==> config.mk <==
export PLATFORM = sky130hd
export DESIGN_NAME = tmds_channel_rx
export DESIGN_NICKNAME = d
export VERILOG_FILES = /design/src/rtl/tmds_rx_pkg.sv /design/src/rtl/tmds_symbol_decode.sv /design/src/rtl/tmds_channel_rx.sv
export SDC_FILE = /design/constraint.sdc
export NUM_CORES = 1
export LEC_CHECK = 0
export ABC_AREA = 1
export BUFFER_PORTS_ARGS = -buffer_cell sky130_fd_sc_hd__buf_2
export CAP_MARGIN = 20
export CORE_ASPECT_RATIO = 0.7
export CORE_MARGIN = 4
export CORE_UTILIZATION = 51
export DETAILED_ROUTE_END_ITERATION = 7
export GPL_TIMING_DRIVEN = 0
export HOLD_SLACK_MARGIN = 0.1
export PLACE_DENSITY = 0.71
export SYNTH_ARGS = -nofsm -noshare
export SYNTH_HDL_FRONTEND = slang
export SYNTH_SLANG_ARGS = --single-unit
export TNS_END_PERCENT = 30
==> constraint.sdc <==
create_clock -name clk_i -period 2.65 [get_ports clk_i]
set_input_delay 0.6625 -clock clk_i [delete_from_list [all_inputs] [get_ports clk_i]]
set_output_delay 0.6625 -clock clk_i [all_outputs]
set_load 0.01 [all_outputs]
==> src/rtl/tmds_rx_pkg.sv <==
// rtl/tmds_rx_pkg.sv - TMDS receive token constants, alignment FSM states and token-to-ctrl mapping
package tmds_rx_pkg;

    localparam logic [9:0] TOK_00 = 10'h354;
    localparam logic [9:0] TOK_01 = 10'h0AB;
    localparam logic [9:0] TOK_10 = 10'h154;
    localparam logic [9:0] TOK_11 = 10'h2AB;

    typedef enum logic [1:0] {
        SEARCH = 2'd0,
        SLIP   = 2'd1,
        WAIT   = 2'd2,
        LOCKED = 2'd3
    } rx_state_t;

    // Non-token words map to 00; callers qualify with the token flag.
    function automatic logic [1:0] token_ctrl(input logic [9:0] word);
        case (word)
            TOK_01:  return 2'b01;
            TOK_10:  return 2'b10;
            TOK_11:  return 2'b11;
            default: return 2'b00;
        endcase
    endfunction

endpackage

==> src/rtl/tmds_symbol_decode.sv <==
// rtl/tmds_symbol_decode.sv - combinational TMDS 10b word classify and 8b pixel decode
module tmds_symbol_decode
    import tmds_rx_pkg::*;
(
    input  logic [9:0] raw_i,
    output logic       is_token_o,
    output logic [1:0] ctrl_o,
    output logic [7:0] data_o
);

    logic [7:0] w_q;
    logic [7:0] w_x;

    always_comb begin
        w_q        = raw_i[9] ? ~raw_i[7:0] : raw_i[7:0];
        // Bit 0 has no predecessor, so it passes through the XOR unchanged.
        w_x        = w_q ^ {w_q[6:0], 1'b0};
        data_o     = raw_i[8] ? w_x : {~w_x[7:1], w_x[0]};
        is_token_o = (raw_i == TOK_00) || (raw_i == TOK_01) ||
                     (raw_i == TOK_10) || (raw_i == TOK_11);
        ctrl_o     = token_ctrl(raw_i);
    end

endmodule

==> src/rtl/tmds_channel_rx.sv <==
// rtl/tmds_channel_rx.sv - TMDS channel receiver: bitslip alignment search, lock tracking, 2-stage decode
// Optional TMDS_RX_STATS_EN adds saturating slip_count_o / unlock_count_o.
module tmds_channel_rx
    import tmds_rx_pkg::*;
#(
    parameter int TOKEN_RUN      = 8,
    parameter int SEARCH_TIMEOUT = 4096,
    parameter int SLIP_WAIT      = 16
) (
    input  logic        clk_i,
    input  logic        rst_i,
    input  logic        raw_valid_i,
    input  logic [9:0]  raw_i,
    output logic        bitslip_o,
    output logic        locked_o,
    output logic        valid_o,
    output logic        de_o,
    output logic [7:0]  data_o,
    output logic [1:0]  ctrl_o
`ifdef TMDS_RX_STATS_EN
    ,
    output logic [15:0] slip_count_o,
    output logic [7:0]  unlock_count_o
`endif
);

    localparam int RW = $clog2(TOKEN_RUN + 1);
    localparam int IW = $clog2(SEARCH_TIMEOUT + 1);
    localparam logic [RW-1:0] RUN_FULL  = RW'(TOKEN_RUN);
    localparam logic [RW-1:0] RUN_LAST  = RW'(TOKEN_RUN - 1);
    localparam logic [IW-1:0] IDLE_LAST = IW'(SEARCH_TIMEOUT - 1);
    localparam logic [IW-1:0] WAIT_LAST = IW'(SLIP_WAIT - 1);

    rx_state_t      r_state;
    rx_state_t      w_state_nxt;
    logic [RW-1:0]  r_run_cnt;
    logic [RW-1:0]  w_run_nxt;
    logic [IW-1:0]  r_idle_cnt;
    logic [IW-1:0]  w_idle_nxt;
    logic           w_slip;
    logic           w_unlock;
    logic           w_locked_nxt;
    logic           r_bitslip;
    logic           r_locked;

    logic           w_is_tok;
    logic [1:0]     w_tok_ctrl;
    logic [7:0]     w_dec_data;

    logic           r_s1_valid;
    logic           r_s1_tok;
    logic [1:0]     r_s1_ctrl;
    logic [7:0]     r_s1_data;
    logic           r_valid;
    logic           r_de;
    logic [7:0]     r_data;
    logic [1:0]     r_ctrl;

    tmds_symbol_decode u_decode (
        .raw_i      (raw_i),
        .is_token_o (w_is_tok),
        .ctrl_o     (w_tok_ctrl),
        .data_o     (w_dec_data)
    );

    // idle_cnt doubles as the settle counter while in WAIT.
    always_comb begin
        w_state_nxt = r_state;
        w_run_nxt   = r_run_cnt;
        w_idle_nxt  = r_idle_cnt;
        w_slip      = 1'b0;
        w_unlock    = 1'b0;
        case (r_state)
            SEARCH, LOCKED: begin
                if (raw_valid_i) begin
                    if (!w_is_tok)
                        w_run_nxt = '0;
                    else if (r_run_cnt != RUN_FULL)
                        w_run_nxt = r_run_cnt + 1'b1;
                    if (w_is_tok && (r_run_cnt == RUN_LAST)) begin
                        w_idle_nxt  = '0;
                        w_state_nxt = LOCKED;
                    end else if (r_idle_cnt == IDLE_LAST) begin
                        w_idle_nxt = '0;
                        if (r_state == SEARCH) begin
                            w_state_nxt = SLIP;
                            w_run_nxt   = '0;
                            w_slip      = 1'b1;
                        end else begin
                            w_state_nxt = SEARCH;
                            w_unlock    = 1'b1;
                        end
                    end else begin
                        w_idle_nxt = r_idle_cnt + 1'b1;
                    end
                end
            end
            SLIP: w_state_nxt = WAIT;
            WAIT: begin
                if (raw_valid_i) begin
                    if (r_idle_cnt == WAIT_LAST) begin
                        w_idle_nxt  = '0;
                        w_state_nxt = SEARCH;
                    end else begin
                        w_idle_nxt = r_idle_cnt + 1'b1;
                    end
                end
            end
            default: w_state_nxt = SEARCH;
        endcase
        w_locked_nxt = (w_state_nxt == LOCKED);
    end

    always_ff @(posedge clk_i or negedge rst_i) begin
        if (!rst_i) begin
            r_state    <= SEARCH;
            r_run_cnt  <= '0;
            r_idle_cnt <= '0;
            r_bitslip  <= 1'b0;
            r_locked   <= 1'b0;
            r_s1_valid <= 1'b0;
            r_s1_tok   <= 1'b0;
            r_s1_ctrl  <= '0;
            r_s1_data  <= '0;
            r_valid    <= 1'b0;
            r_de       <= 1'b0;
            r_data     <= '0;
            r_ctrl     <= '0;
        end else begin
            r_state    <= w_state_nxt;
            r_run_cnt  <= w_run_nxt;
            r_idle_cnt <= w_idle_nxt;
            r_bitslip  <= w_slip;
            r_locked   <= w_locked_nxt;
            r_s1_valid <= raw_valid_i;
            if (raw_valid_i) begin
                r_s1_tok  <= w_is_tok;
                r_s1_ctrl <= w_tok_ctrl;
                r_s1_data <= w_dec_data;
            end
            // Gate on the post-edge lock state so valid_o never outlives locked_o.
            r_valid <= r_s1_valid && w_locked_nxt;
            if (r_s1_valid && w_locked_nxt) begin
                r_de <= !r_s1_tok;
                if (r_s1_tok)
                    r_ctrl <= r_s1_ctrl;
                else
                    r_data <= r_s1_data;
            end
        end
    end

    assign bitslip_o = r_bitslip;
    assign locked_o  = r_locked;
    assign valid_o   = r_valid;
    assign de_o      = r_de;
    assign data_o    = r_data;
    assign ctrl_o    = r_ctrl;

`ifdef TMDS_RX_STATS_EN
    logic [15:0] r_slip_count;
    logic [7:0]  r_unlock_count;

    always_ff @(posedge clk_i or negedge rst_i) begin
        if (!rst_i) begin
            r_slip_count   <= '0;
            r_unlock_count <= '0;
        end else begin
            if (w_slip && (r_slip_count != 16'hFFFF))
                r_slip_count <= r_slip_count + 1'b1;
            if (w_unlock && (r_unlock_count != 8'hFF))
                r_unlock_count <= r_unlock_count + 1'b1;
        end
    end

    assign slip_count_o   = r_slip_count;
    assign unlock_count_o = r_unlock_count;
`endif

endmodule

=== After elaboration in Yosys (flattened, before gate mapping) ===
Index checks and enable logic that the tools add are counted.

* Flip-flop bits (word level): 45
* Bits of input ports: 13
* Bits in read-only memories: 0
* Output and inout port bits: 14
* RAM bits: 0
* Latch bits: 0
* Memories: 0
* Logic and storage cells: 72

* Div/mod/pow operators: 0
* $lt $le $gt $ge: 0
* $mul: 0
* Reductions and logical operators: 13
* Eq/ne operators: 14
* Shift-type cells: 0
* Muxes and demuxes: 26
* Add/subtract/negate cells: 2
* Bitwise logic cells: 4

{| class="wikitable"
|+ Operators by type and width
! operator !! number
|-
| $mux 13 || 5
|-
| $pmux 13 s2 || 1
|-
| $eq 10x10->1 const B || 2
|-
| $mux 4 || 5
|-
| $mux 8 || 2
|-
| $add 13x1->13 const B || 1
|-
| $eq 13x12->1 const B || 1
|-
| $eq 13x4->1 const B || 1
|-
| $pmux 2 s3 || 2
|-
| $eq 10x8->1 const B || 1
|-
| $eq 10x9->1 const B || 1
|-
| $mux 2 || 5
|-
| $not 8->8 || 1
|-
| $xor 8x8->8 || 1
|-
| $not 7->7 || 1
|-
| $eq 2x2->1 const B || 3
|-
| $mux 1 || 6
|-
| $reduce_and 2->1 || 3
|-
| $add 4x1->4 const B || 1
|-
| $eq 4x3->1 const B || 1
|-
| $ne 2x2->1 const B || 2
|-
| $ne 4x4->1 const B || 1
|-
| $logic_or 1x1->1 || 3
|-
| $reduce_and 3->1 || 1
|-
| other kinds (7) || 8
|}

=== Longest topological paths before layout ===
Gate-level depths: netlist of the first run.

* Depth after elaboration: 11
* Depth in mapped cells: 13

=== Modules after synthesis ===
From an unflattened synthesis of the first run, not the netlist that was laid out.

* Cells, all modules: 302
* Area, all modules: 2482.4 um^2

{| class="wikitable"
|+ By module, submodules not included
! module !! area each (um^2) !! cells an instance !! instances !! seq. area each (um^2)
|-
| tmds_channel_rx || 2245.9 || 262 || 1 || 1126.1
|-
| tmds_symbol_decode || 236.5 || 40 || 1 || 0.0
|}

=== Worst setup path before layout of the first run ===
No wires, ideal clock.

* Path kind: input to register
* Start point: in raw_i[8]
* End point: reg r_data[0], in the netlist data_o[0]
* Path buffers: 2
* Path slack: 0.817 ns
* Arrival: 1.768 ns
* Required time: 2.585 ns
* Stages: 11
* Cell sequence: buf_4 > nor2_4 > nand3_2 > nand2_4 > nand3_2 > nand3_1 > nand2_2 > a21oi_4 > buf_6 > nand4_1 > nand2_1

* Word-level cells in the longest chain between the ends: 11

{| class="wikitable"
|+ Ends and longest elaborated chain
! element !! line !! text
|-
| from (decl) || tmds_channel_rx.sv:13 || <nowiki>input logic [9:0] raw_i,</nowiki>
|-
| $eq 10x10->1 / $eq 10x8->1 (equally long branches) || tmds_symbol_decode.sv:19 || <nowiki>is_token_o = (raw_i == TOK_00) || (raw_i == TOK_01) ||</nowiki>
|-
| $logic_or 1x1->1 (2 in series) || tmds_symbol_decode.sv:19 ||
|-
| $logic_or 1x1->1 (*) || tmds_symbol_decode.sv:20 || <nowiki>(raw_i == TOK_10) || (raw_i == TOK_11);</nowiki>
|-
| $logic_and 1x1->1 (*) || tmds_channel_rx.sv:80 || <nowiki>if (w_is_tok && (r_run_cnt == RUN_LAST)) begin</nowiki>
|-
| $mux 2 (*) || tmds_channel_rx.sv:80 ||
|-
| $mux 2 (*) || tmds_channel_rx.sv:75 || <nowiki>if (raw_valid_i) begin</nowiki>
|-
| $pmux 2 s3 (*) || tmds_channel_rx.sv:73 || <nowiki>case (r_state)</nowiki>
|-
| $eq 2x2->1 (*) || tmds_channel_rx.sv:111 || <nowiki>w_locked_nxt = (w_state_nxt == LOCKED);</nowiki>
|-
| net w_locked_nxt || tmds_channel_rx.sv:42 || <nowiki>logic w_locked_nxt;</nowiki>
|-
| $logic_and 1x1->1 (*) || tmds_channel_rx.sv:143 || <nowiki>if (r_s1_valid && w_locked_nxt) begin</nowiki>
|-
| $reduce_and 2->1 (no line) (*) || n/a ||
|-
| to (signal assigned) || tmds_channel_rx.sv:148 || <nowiki>r_data <= r_s1_data;</nowiki>
|-
| to (decl) || tmds_channel_rx.sv:56 || <nowiki>logic [7:0] r_data;</nowiki>
|}

Mark *: on every way through the listed nets, which the timed path passes. The rest lies on a longest branch.
A chain may end at the register's enable or synchronous reset.

=== Worst setup path in the final report of the first run ===
* Start point: reg r_state[0]
* End point: reg r_idle_cnt[5]

* Word-level cells in the longest chain between the ends: 4

{| class="wikitable"
|+ Ends and longest elaborated chain
! element !! line !! text
|-
| from (decl) || tmds_channel_rx.sv:34 || <nowiki>rx_state_t r_state;</nowiki>
|-
| from (signal assigned) || tmds_channel_rx.sv:130 || <nowiki>r_state <= w_state_nxt;</nowiki>
|-
| $eq 2x2->1 / $logic_not 2->1 (equally long branches) || tmds_channel_rx.sv:73 ||
|-
| $reduce_or 2->1 || tmds_channel_rx.sv:73 ||
|-
| $ne 2x2->1 (no line) / $reduce_bool 2->1 (equally long branches) || n/a ||
|-
| $reduce_and 3->1 (no line) || n/a ||
|-
| to (signal assigned) || tmds_channel_rx.sv:132 || <nowiki>r_idle_cnt <= w_idle_nxt;</nowiki>
|-
| to (decl) || tmds_channel_rx.sv:38 || <nowiki>logic [IW-1:0] r_idle_cnt;</nowiki>
|}

Parallel ways exist; a longest one is shown, timed or not.

==> results by group, run 1 <==
Timing
  – Slew @ Worst Pin: 494 ps
  – Max frequency: about 480 MHz
  – WHS: 276 ps
  – Final Hold Viols: 0
  – RSZ-0062 raised after global routing: false
  – Relative slew slack: 0.669
  – Setup Viol. Count Final: 0
  – Period utilization: 0.780
  – Post-route minimum period: 2070 ps
  – Final Skew: 12.1 ps
  – Setup TNS Final: 0 ps
  – Slew Limit Fails: 0

Route
  – Drt via density: 4.96
  – DR iter-0 viols: 112
  – DR WL/cell: 11.9 µm
  – DR pass1 iterations: 4
  – Routed Antenna Nets: 0
  – DR DRC count: 0
  – Via Count: approximately 2000
  – Post-Route WL: 4790 µm

Layout
  – Register area: 1130 µm²
  – Multi-input logic area: 1220 µm²
  – N_diodes: 0
  – Commonest non-fill, non-tap cells in the layout: 73 x nand2_1, 45 x dfrtp_1, 31 x inv_1
  – Most common cell after layout, fill and taps aside: nand2_1
  – Layout cell share with drive strength beyond 1: 0.210
  – Nets: 351
  – Number of fill cells: 457
  – Area grow syn2layout: 12.7%

GRT
  – First-pass GRT wire length: 8600 µm
  – GRT Total Usage: 0.175
  – Initial antenna violation count: 0
  – Largest net degree at the start of global routing: 46
  – Number of global-route vias before repair: between 1500 and 2000
  – Grt ovf: 0

Setup path
  – Crit path DAT: ~2300 ps
  – Crit Path Class: reg -> reg
  – R2r startpoint: r_state[0]
  – Crit-path max FO: 7
  – Top delay family on crit path: simple AND/OR/NAND/NOR gates
  – CP Cell Sequence: inv_1 > ha_1 > inv_1 > o21ai_2 > nor2_1 > inv_1 > nor2_1 > nand2_1 > xor2_1 > or2_1 > inv_1
  – Sum of buffers and inverters on the critical path: 4
  – Worst path slowest cell: dfrtp_1
  – Worst setup SP type: register
  – CP peak stage delay: 420 ps
  – CP Data Required Time: 2900 ps
  – Crit end category: register
  – CP startpoint: r_state[0]
  – Critical path's most frequent cell: inv_1

Floorplan
  – Die X: 92.3 µm
  – Core area: approximately 4800 µm²
  – Die footprint: ~6200 µm²
  – # IOs: 27
  – Starting density of the core: 0.530
  – Die height: 67.0 µm
  – Rows: 21

Synthesis
  – Post-Syn Instances: 299
  – Ys async rst share: 1.00
  – #FFs+latches synth: 45
  – EDFF count, synth: 0
  – Syn avg cell area: 8.48 µm²
  – Post-Synthesis Cell Area: 2530 µm²
  – Netlist cell types: 42
  – Post-synthesis sequential area ratio: 0.444
  – Post-Syn Nets: 318
  – Yosys warnings: 0
  – Ys flop type: dfrtp_1

Clocking
  – CTS root buf: clkbuf_8
  – Gates resized, CTS repair: 0
  – Clock Pin Slew Worst Setup and Hold Paths: 90 ps
  – Clock Latency Late Sink: approximately 300 ps
  – # Post-CTS Setup Buffers: 0
  – CTS tree: built
  – Cts bufs inserted: 5
  – CTS H-Tree Depth: 2
  – Deepest clock path buffer count: 2
  – Post-CTS Hold Buffers: 0
  – CTS sink cnt: 45

Power and ir drop
  – P_int: 1030 µW
  – Clock share of power: 0.292
  – Leakage power: about 0.0015 µW
  – Sequential Power Share: 0.554
  – Combinational Power Share: 0.154
  – Pwr Density: 517 nW/µm²
  – Sw frac: 0.301
  – Max IR drop VDD: 0.240 mV
  – Switching pwr: roughly 450 µW

Placement
  – Dpl hpwl: 3740 µm
  – Number of port buffers: 25
  – RD Place Congestion: 0.846

Run status
  – Status: finished clean

Worst hold path
  – Class of the worst hold path: in -> async

Job
  – Max cap viols: 0
-- power by group through the flow --
| stage | clock, µW | combinational [µW] | sequential, µW |
|---|---|---|---|
| floorplan | 0 | 172 | 818 |
| global placement | 0 | 220 | 830 |
| detailed placement | 0 | 228 | 831 |
| CTS | 443 | 228 | 818 |
| global route | 470 | 270 | 832 |
| finish | 432 | 228 | 819 |
-- Yosys cell counts (2+ instances only) --
master	instances	area share
xnor2_1	4	0.014
nand3_1	16	0.032
nand2_1	73	0.11
nand4_2	2	0.0099
inv_2	6	0.0089
dfrtp_1	45	0.44
clkinv_1	3	0.0044
or2_1	2	0.0049
a21oi_1	3	0.0059
xor2_1	12	0.041
nor2_1	23	0.034
nor4_1	4	0.0099
ha_1	6	0.030
nor2_2	2	0.0049
nand2_4	3	0.013
o22ai_1	3	0.0074
nand2_2	6	0.015
nor3_1	2	0.0039
nand3_2	4	0.016
inv_1	31	0.046
o211ai_1	2	0.0059
nand4_1	13	0.032
nor2_4	2	0.0089
o21ai_0	14	0.028
-- metal layers --
layer,GRT usage,vias up,share of wire
li1,-,1039,-
met1,0.272,902,0.55
met2,0.245,51,0.39
met3,0.0429,2,0.050
met4,0.0333,0,0.0038
met5,0,-,0
-- cell families (layout without fill, tap and decap cells) --
group                    after synthesis  in the layout  share of synthesized area
flip-flops                            45             45                      0.444
AND/OR/NAND/NOR                      158            158                      0.323
AO/OA/AOI/OAI                         29             29                     0.0726
buffers and inverters                 45             79                     0.0755
adder cells (fa/ha/maj)                6              6                     0.0296
XOR/XNOR                              16             16                     0.0553
-- through the flow --
| stage | instance area (µm²) | utilization | worst slack [ps] | power (µW) | instances |
|---|---|---|---|---|---|
| 6_report | 2860 | 0.598 | 584 | 1480 | 402 |
| 5_1_grt | 2860 | 0.598 | 407 | 1570 | 402 |
| 4_1_cts | 2840 | 0.593 | 594 | 1490 | 401 |
| 3_5_place_dp | 2750 | 0.574 | 446 | 1060 | 393 |
| 3_3_place_gp | 2750 | 0.574 | 509 | 1050 | 393 |
| 2_1_floorplan | 2530 | - | 817 | 990 | 299 |
-- sequential cells by signal (all words and copies together), names as in the netlist --
register / cells
r_run_cnt: 4
de_o: 1
data_o: 8
r_s1_valid: 1
r_state: 2
r_s1_tok: 1
r_idle_cnt: 13
bitslip_o: 1
r_s1_ctrl: 2
r_s1_data: 8
valid_o: 1
ctrl_o: 2
locked_o: 1
-- cell type report --
| cell class | instances | area share |
|---|---|---|
| buffer | 5 | 0.0144 |
| sequential | 45 | 0.394 |
| inverter | 40 | 0.0525 |
| multi-input combinational | 209 | 0.426 |
| timing repair buffer | 26 | 0.0508 |
| clock inverter | 3 | 0.00788 |
| clock buffer | 5 | 0.0241 |
| tap | 69 | 0.0302 |
-- final timing paths --
check / endpoint / slack (ps) / cells past startpoint
max in group asynchronous: r_s1_data[1] / 1880 / 2
max reg2reg: r_idle_cnt[5] / 580 / 11
max: r_idle_cnt[5] / 580 / 11
min reg2reg: de_o / 480 / 2
min: data_o[4] / 280 / 1
min in group clk_i: de_o / 480 / 2
(Power assumes the default switching activity.)
==> inputs of run 2 (changes only) <==
==> constraint.sdc (replaced) <==
create_clock -name clk_i -period 2.11 [get_ports clk_i]
set_input_delay 0.5275 -clock clk_i [delete_from_list [all_inputs] [get_ports clk_i]]
set_output_delay 0.5275 -clock clk_i [all_outputs]
set_load 0.01 [all_outputs]
==> run 2 against run 1 <==
Against the previous run: die area unchanged; register-to-register slack worse by 420 ps; final cell count up 0.25%; sequential power up 26%; worst hold slack worse by 130 ps; flip-flop and latch count unchanged; highest routed layer unchanged.
==> results by group, run 2 (synthesis results as in run 1) <==
Setup path
  – Worst setup SP type: register
  – Critical Path End: r_idle_cnt[5]
  – R2r startpoint: r_state[0]
  – R2R Setup Slk: 160 ps (-420 ps)
  – CP Data Required Time: 2360 ps (-540 ps)
  – Crit end category: register
  – CP startpoint: r_state[0]
  – Crit Path Class: reg -> reg
  – Worst R2R End: r_idle_cnt[5]
  – R2R depth: 11 (unchanged)
  – Crit-path max FO: 7 (unchanged)
  – Crit path DAT: 2190 ps (-130 ps)

Floorplan
  – Die footprint: 6180 µm² (unchanged)
  – Rows: 21 (unchanged)
  – Die height: 67.0 µm (unchanged)
  – Starting density of the core: 0.530 (unchanged)
  – Die X: 92.3 µm (unchanged)
  – Core area: 4780 µm² (unchanged)
  – # IOs: 27 (unchanged)

Placement
  – Dpl hpwl: 3740 µm (unchanged)
  – Placed cells: 393 (unchanged)
  – Number of port buffers: 25 (unchanged)
  – Pre-CTS setup slack: 40.6 ps (-405 ps)
  – RD Place Congestion: 0.846 (unchanged)

Clocking
  – Cts bufs inserted: 5 (unchanged)
  – Post-CTS Hold Buffers: 0 (unchanged)
  – Clock Pin Slew Worst Setup and Hold Paths: 90 ps (about the same)
  – CTS H-Tree Depth: 2 (unchanged)
  – Clock Latency Late Sink: 300 ps (about the same)
  – CTS root buf: clkbuf_8
  – Deepest clock path buffer count: 2 (unchanged)
  – CTS sink cnt: 45 (unchanged)
  – CTS tree: built

Power and ir drop
  – Pwr Total: 1860 µW (+26%)
  – Max IR drop VDD: 0.301 mV (+26%)
  – Pwr Density: 646 nW/µm² (+25%)
  – Leakage power: 0.00152 µW (+0.25%)

Route
  – Via Count: 2004 (+0.50%)
  – Routed Antenna Nets: 0 (unchanged)
  – Post-Route WL: 4850 µm (+1.2%)
  – Drt via density: 4.97 (+0.25%)
  – DR iter-0 viols: 120 (+7.1%)
  – DR pass1 iterations: 4 (unchanged)
  – DR WL/cell: 12.0 µm (+0.92%)
  – DR DRC count: 0 (unchanged)

Timing
  – Setup TNS Final: 0 ps (unchanged)
  – WHS: 144 ps (-132 ps)
  – RSZ-0062 raised after global routing: false
  – Max frequency: 514 MHz (+6.2%)
  – Setup Viol. Count Final: 0 (unchanged)
  – Slew Limit Fails: 0 (unchanged)
  – Post-route minimum period: 1950 ps (-121 ps)
  – Relative slew slack: 0.667 (-0.00193)
  – Final Hold Viols: 0 (unchanged)
  – Post-route setup slack: 165 ps (-419 ps)
  – Slew @ Worst Pin: 497 ps (+2.89 ps)
  – Final Skew: 11.2 ps (-0.880 ps)
  – Period utilization: 0.922 (+0.142)

Layout
  – Max FFs per register: 13 (unchanged)
  – Nets: 352 (+0.28%)
  – Most common cell after layout, fill and taps aside: nand2_1
  – N_diodes: 0 (unchanged)
  – Commonest non-fill, non-tap cells in the layout: 73 x nand2_1, 45 x dfrtp_1, 30 x inv_1
  – Area grow syn2layout: 13.4%
  – Layout cell share with drive strength beyond 1: 0.219 (+0.00835)
  – Cell Count, Final, Fillers Out: 403 (+0.25%)
  – Biggest register: r_idle_cnt

GRT
  – GRT Total Usage: 0.175 (unchanged)
  – First-pass GRT wire length: 8600 µm (unchanged)
  – Initial antenna violation count: 0 (unchanged)
  – Grt ovf: 0 (unchanged)
  – Largest net degree at the start of global routing: 46 (unchanged)
  – Number of global-route vias before repair: 1831 (unchanged)

Job
  – Max cap viols: 0 (unchanged)

Run status
  – Status: finished clean

Worst hold path
  – Class of the worst hold path: in -> async
-- run 2: cell types whose count changed in the layout (fill, tap and decap cells not counted), sizes merged --
| cell | change |
|---|---|
| buf | +1 |
-- run 2: critical path: stages (launching register included) --
cell,delay (ps)
dfrtp_1,420
inv_1,80
ha_1,350
inv_2,140
o21ai_4,100
nor2_1,140
inv_1,80
nor2_2,110
nand2_1,70
xor2_1,130
or2_1,220
inv_1,50
-- run 2: routing by layer --
layer  part of all wire  track usage  vias up
met5                  0            0        -
met4             0.0037       0.0333        0
met1               0.55        0.272      920
met2               0.40        0.245       42
met3              0.046       0.0429        2
li1                   -            -     1040
-- run 2: stage by stage --
stage	utilization	area, µm²
after floorplan	-	2530
after global placement	0.574	2750
after detailed placement	0.574	2750
after CTS	0.593	2840
after global routing	0.601	2880
final	0.601	2880
-- run 2: how the worst min path moves through the flow --
stage,from,end,depth (start not counted)
6_report,rst_i,data_o[4],1
2_1_floorplan,rst_i,bitslip_o,0
3_5_place_dp,de_o,de_o,2
3_3_place_gp,de_o,de_o,2
5_1_grt,rst_i,data_o[4],1
4_1_cts,raw_valid_i,r_s1_valid,1
-- run 2: cell type report --
type | instances | area (µm²)
Buffer | 5 | 41.3
Inverter | 40 | 150
Sequential cell | 45 | 1130
Timing Repair Buffer | 27 | 153
Clock inverter | 3 | 22.5
Tap cell | 69 | 86.3
Clock buffer | 5 | 68.8
Multi-Input combinational cell | 209 | 1230
Fill cell | 460 | 1910
-- run 2: power breakdown --
group,switching (µW),internal (µW)
clock,307,232
sequential,81.4,947
combinational,171,120
-- run 2: repair_timing --
item / 4_1_cts / 5_1_grt
hold endpoints to repair: 0 / 0
buffers inserted: 0 / 1
gates resized for setup: 0 / 3
setup endpoints to repair: 0 / 6
